<file path="src/rtl/oflow_registration_id_tracker.sv">
// Registration ID tracker: per-lane minimum-score search over previous-frame rows,
// followed by threshold matching and fresh-ID allocation, one lane per cycle.
module oflow_registration_id_tracker #(
    parameter int unsigned NUM_PE    = 2,
    parameter int unsigned SCORE_LEN = 16,
    parameter int unsigned ID_LEN    = 7,
    parameter int unsigned MAX_ROWS  = 32,
    parameter int unsigned FRAME_W   = 8
) (
    input  logic                        clk,
    input  logic                        reset_N,
    input  logic                        start_registration,
    input  logic [FRAME_W-1:0]          frame_num,
    input  logic [$clog2(MAX_ROWS):0]   num_of_prev,
    input  logic [NUM_PE-1:0]           lane_en,
    input  logic [SCORE_LEN-1:0]        score_threshold,
    input  logic                        score_valid,
    input  logic [NUM_PE*SCORE_LEN-1:0] score_in,
    input  logic [ID_LEN-1:0]           prev_id_in,
    output logic                        busy,
    output logic                        done_registration,
    output logic [NUM_PE*ID_LEN-1:0]    id_out,
    output logic [NUM_PE*SCORE_LEN-1:0] best_score_out,
    output logic [NUM_PE-1:0]           matched,
    output logic [NUM_PE-1:0]           conflict
);
    localparam int unsigned CW  = $clog2(MAX_ROWS) + 1;
    localparam int unsigned LIW = (NUM_PE > 1) ? $clog2(NUM_PE) : 1;

    typedef enum logic [1:0] {IDLE, COMPARE, RESOLVE, DONE} state_t;

    state_t               state_q;
    logic [FRAME_W-1:0]   frame_q;
    logic [CW-1:0]        nprev_q;
    logic [CW-1:0]        beat_q;
    logic [NUM_PE-1:0]    lane_en_q;
    logic [SCORE_LEN-1:0] thr_q;
    logic [SCORE_LEN-1:0] best_score_q [NUM_PE];
    logic [ID_LEN-1:0]    best_id_q    [NUM_PE];
    logic [SCORE_LEN-1:0] bs_out_q     [NUM_PE];
    logic [ID_LEN-1:0]    id_q         [NUM_PE];
    logic [NUM_PE-1:0]    matched_q;
    logic [NUM_PE-1:0]    conflict_q;
    logic                 done_q;
    logic [ID_LEN-1:0]    newid_q;
    logic [LIW-1:0]       lane_q;

    logic [SCORE_LEN-1:0] sel_score;
    logic [ID_LEN-1:0]    sel_id;
    logic [ID_LEN-1:0]    newid_d;
    logic                 cand;
    logic                 dup;

    // Resolution of the lane currently addressed by lane_q; lower lanes are already final.
    always_comb begin
        sel_score = best_score_q[lane_q];
        sel_id    = best_id_q[lane_q];
        cand      = lane_en_q[lane_q] && (frame_q != '0) && (sel_id != '0)
                    && (sel_score < thr_q);
        dup       = 1'b0;
        for (int unsigned j = 0; j < NUM_PE; j++) begin
            if ((LIW'(j) < lane_q) && matched_q[j] && (id_q[j] == sel_id)) dup = 1'b1;
        end
        newid_d   = (newid_q == '1) ? ID_LEN'(1) : newid_q + ID_LEN'(1);
    end

    always_ff @(posedge clk or negedge reset_N) begin
        if (!reset_N) begin
            state_q    <= IDLE;
            frame_q    <= '0;
            nprev_q    <= '0;
            beat_q     <= '0;
            lane_en_q  <= '0;
            thr_q      <= '0;
            matched_q  <= '0;
            conflict_q <= '0;
            done_q     <= 1'b0;
            newid_q    <= ID_LEN'(1);
            lane_q     <= '0;
            for (int unsigned i = 0; i < NUM_PE; i++) begin
                best_score_q[i] <= '1;
                best_id_q[i]    <= '0;
                bs_out_q[i]     <= '0;
                id_q[i]         <= '0;
            end
        end else begin
            done_q <= 1'b0;
            unique case (state_q)
                IDLE: begin
                    // done_q marks the pulse cycle, which still belongs to the finishing run.
                    if (start_registration && !done_q) begin
                        frame_q    <= frame_num;
                        nprev_q    <= num_of_prev;
                        lane_en_q  <= lane_en;
                        thr_q      <= score_threshold;
                        beat_q     <= '0;
                        lane_q     <= '0;
                        matched_q  <= '0;
                        conflict_q <= '0;
                        for (int unsigned i = 0; i < NUM_PE; i++) begin
                            best_score_q[i] <= '1;
                            best_id_q[i]    <= '0;
                            id_q[i]         <= '0;
                        end
                        state_q <= ((frame_num == '0) || (num_of_prev == '0)) ? RESOLVE : COMPARE;
                    end
                end
                COMPARE: begin
                    if (score_valid) begin
                        beat_q <= beat_q + CW'(1);
                        for (int unsigned i = 0; i < NUM_PE; i++) begin
                            if (lane_en_q[i] && (prev_id_in != '0)
                                && (score_in[i*SCORE_LEN +: SCORE_LEN] < best_score_q[i])) begin
                                best_score_q[i] <= score_in[i*SCORE_LEN +: SCORE_LEN];
                                best_id_q[i]    <= prev_id_in;
                            end
                        end
                        if (beat_q + CW'(1) == nprev_q) state_q <= RESOLVE;
                    end
                end
                RESOLVE: begin
                    bs_out_q[lane_q] <= sel_score;
                    if (!lane_en_q[lane_q]) begin
                        id_q[lane_q] <= '0;
                    end else if (cand && !dup) begin
                        id_q[lane_q]      <= sel_id;
                        matched_q[lane_q] <= 1'b1;
                    end else begin
                        id_q[lane_q]       <= newid_q;
                        newid_q            <= newid_d;
                        conflict_q[lane_q] <= cand;
                    end
                    if (lane_q == LIW'(NUM_PE - 1)) state_q <= DONE;
                    else lane_q <= lane_q + LIW'(1);
                end
                DONE: begin
                    done_q  <= 1'b1;
                    state_q <= IDLE;
                end
                default: state_q <= IDLE;
            endcase
        end
    end

    always_comb begin
        id_out         = '0;
        best_score_out = '0;
        for (int unsigned i = 0; i < NUM_PE; i++) begin
            id_out[i*ID_LEN +: ID_LEN]            = id_q[i];
            best_score_out[i*SCORE_LEN +: SCORE_LEN] = bs_out_q[i];
        end
    end

    assign busy              = (state_q != IDLE);
    assign done_registration = done_q;
    assign matched           = matched_q;
    assign conflict          = conflict_q;

endmodule

</file>
<file path="config.mk">
export PLATFORM = sky130hd
export DESIGN_NAME = oflow_registration_id_tracker
export DESIGN_NICKNAME = d
export VERILOG_FILES = /design/src/rtl/oflow_registration_id_tracker.sv
export SDC_FILE = /design/constraint.sdc
export NUM_CORES = 1
export LEC_CHECK = 0
export CAP_MARGIN = 30
export CORE_ASPECT_RATIO = 0.75
export CORE_UTILIZATION = 49
export DETAILED_ROUTE_END_ITERATION = 7
export PLACE_DENSITY = 0.87
export SLEW_MARGIN = 20
export SYNTH_ARGS = -nofsm -noshare
export SYNTH_HDL_FRONTEND = slang
export SYNTH_SLANG_ARGS = --single-unit
</file>
<file path="constraint.sdc">
create_clock -name clk -period 3.6 [get_ports clk]
set_clock_uncertainty 0.2 [all_clocks]
set_input_delay 0.36 -clock clk [delete_from_list [all_inputs] [get_ports clk]]
set_output_delay 0.36 -clock clk [all_outputs]
set_load 0.1 [all_outputs]
</file>
==> summary.md <==
| Metric | Value |
|---|---|
| Power Density | `1080 mW/mm2` |
| Crit path time final | `3370 ps` |
| Antenna violations before repair | `2` |
| Drt first pass iters | `5` |
| Overflow after GRT | `0` |
| Syn Nets | `925` |
| Crit Path Class | `reg2reg` |
| EDFF count, synth | `0` |
| Clock tree sinks | `145` |
| Avg Cell Area, Syn | `9.86 um2` |
| Worst min path class | `reg2reg` |
| Final hold violations | `0` |
| Initial DRC Count | `571` |
| Post-DP HPWL | `15.6 mm` |
| Vias in the first global route | `6732` |
| FFs w/ async S/R, synth | `1.00` |
| Leak | `4.61 nW` |
| Post-Syn Area | `0.00788 mm2` |
| Slew Limit Headroom | `0.320` |
| Core Rows | `39` |
| Yosys cell types | `53` |
| DR vias | `6848` |
| Fmax | `0.297 GHz` |
| CTS Hold Bufs | `1` |
| Largest net degree at the start of global routing | `78` |
| Critical path arrival | `3480 ps` |
| DRT Wirelength | `21.9 mm` |
| ANT nets after route | `0` |
| Main flop type after synthesis | `dfrtp_1` |
| Worst path required time | `3710 ps` |
| Core ar. | `0.0155 mm2` |
| Worst VDD drop | `0.584 mV` |
| Post-CTS Resized | `0` |
| Crit share post-route | `0.936` |
| Setup ws final | `230 ps` |
| CTS tree | `built` |
| Total I/O pin count | `127` |
| Starting Density | `0.509` |
| Final setup fails | `0` |
| RSZ-0062 raised after global routing | `no` |
| Max cap viols | `0` |
| Clock-pin transition on the worst setup and hold timing paths | `60 ps` |
| Fraction of layout cells with a size suffix above 1 | `0.140` |
| Clk root buf | `clkbuf_16` |
| Place WS | `324 ps` |
| GR Util All Layers | `0.277` |
| CP startpoint kind | `flop` |
| Crit end category | `flop` |
| # H-tree levels | `4` |
| Final setup TNS | `0 ps` |
| Outcome | `finished, final reports clean` |
| CTS Buf Count | `17` |
| Worst skew pair latency | `430 ps` |
| Area post-placement | `0.00937 mm2` |
| Syn Inst Count | `799` |
| Post-CTS setup buffers | `0` |
| Chip Height | `112 um` |
| Routed WL per cell | `19.1 um` |
| Hold WS | `277 ps` |
| Max-slew violation count | `0` |
| Die area | `0.0166 mm2` |
| YS warnings | `0` |
| Area Overhead vs Synth | `26.9%` |
| Final instance area | `0.00999 mm2` |
| Chip width | `148 um` |
| Max clock buf depth | `2` |
| Seq/Total Area, Yosys | `0.466` |
| Drt drc | `0` |
| Vias/cell | `5.98` |
| Worst-margin pin slew | `1020 ps` |
| Crit-path max FO | `16` |
| Port buffer count | `126` |
| Post-layout nets | `1053` |
| Routability cong. | `0.963` |
| First-pass GRT wire length | `35.1 mm` |
| Synth Register Bits | `145` |
synth_stat cells (16+ instances only):
cell type / count / area, um2
mux2_2: 33 / 372
inv_1: 52 / 195
nand3_1: 25 / 125
clkbuf_1: 27 / 101
a21oi_1: 22 / 110
dfstp_2: 33 / 867
mux2i_1: 21 / 210
dfrtp_1: 112 / 2800
nor2_1: 33 / 124
ha_1: 51 / 638
nand4_1: 20 / 125
o21ai_0: 63 / 315
o22a_1: 19 / 166
o211ai_1: 16 / 120
nand2_1: 116 / 435
logic make-up after synthesis:
group / share of synthesized area
AO/OA/AOI/OAI: 0.169
AND/OR/NAND/NOR: 0.141
adder cells (fa/ha/maj): 0.0810
multiplexers: 0.0758
buffers and inverters: 0.0458
XOR/XNOR: 0.0222
flip-flops: 0.466
routing by layer:
layer / track usage / vias to the layer above / wire length, um
met3: 0.0660 / 43 / 1960
li1: - / 3123 / -
met4: 0.121 / 0 / 530
met2: 0.403 / 350 / 9800
met5: 0 / - / 0
met1: 0.393 / 3332 / 9640
cell type report:
| class | instances | area, um2 |
|---|---|---|
| Sequential cell | 145 | 3670 |
| Inverter | 52 | 195 |
| Clock buffer | 24 | 512 |
| Fill cell | 1180 | 5470 |
| Clock inverter | 8 | 98.8 |
| Timing Repair Buffer | 146 | 1410 |
| Tap cell | 205 | 256 |
| Antenna cell | 1 | 2.50 |
| Multi-Input combinational cell | 565 | 3850 |
layout by cell type (no fill, tap or decap), drive strengths merged, types with 4 or more instances in the layout:
master	synthesis	routed
a21boi	15	15
xnor2	14	14
a21o	11	11
nand2	116	116
nand3	25	25
a21oi	23	23
inv	52	53
o31ai	4	4
clkbuf	27	24
o21ai	64	64
nand4	20	20
nor4	8	8
nor3	12	12
mux2i	21	21
nor2	33	33
dfstp	33	33
xor2	6	6
a31o	8	8
o22a	19	19
o211ai	16	16
clkdlybuf4s50	0	124
and3	6	6
nor2b	7	7
o22ai	6	6
mux2	34	34
a22oi	6	6
dfrtp	112	112
buf	10	21
ha	51	51
o21a	14	14
registers in the layout (all words and copies together) (netlist names):
name and cells:
best_score_out 32, best_score_q 32, thr_q 16, best_id_q 14
id_out 14, frame_q 8, newid_q 7, beat_q 6
nprev_q 6, conflict 2, lane_en_q 2, matched 2
state_q 2, done_registration 1, lane_q 1
where the power goes:
part           switching (W)  total [W]  internal, W
clock network       0.000694    0.00182      0.00113
registers           0.000581    0.00300      0.00242
logic                0.00399    0.00592      0.00193
worst max-delay path: stages, from the launching register on:
cell and delay, ps:
dfstp_2 530, inv_1 100, o21ai_0 240, ha_1 280
and3_1 160, o21ai_0 140, nand4_1 130, a211o_2 340
nor2b_4 500, mux2i_1 310, a21boi_1 100, o21a_1 220
stage by stage:
| stage | instances | utilization | power [W] |
|---|---|---|---|
| after floorplan | 799 | - | 0.00721 |
| after global placement | 1112 | 0.606 | 0.00859 |
| after detailed placement | 1112 | 0.606 | 0.00880 |
| after CTS | 1145 | 0.646 | 0.0107 |
| after global routing | 1146 | 0.646 | 0.0113 |
| final | 1146 | 0.646 | 0.0107 |
worst paths after layout:
check / from / endpoint / slack, ps / depth (start not counted)
worst min-delay path: best_score_out[10] / best_score_out[10] / 280 / 2
worst max-delay path: best_score_q[29] / id_out[1] / 230 / 11
worst max register to register: best_score_q[29] / id_out[1] / 230 / 11
min in group asynchronous: reset_N / nprev_q[5] / 330 / 2
worst min register to register: best_score_out[10] / best_score_out[10] / 280 / 2
max in group asynchronous: reset_N / best_score_q[11] / 1930 / 3
No activity file was read; power rests on OpenSTA's default activity.
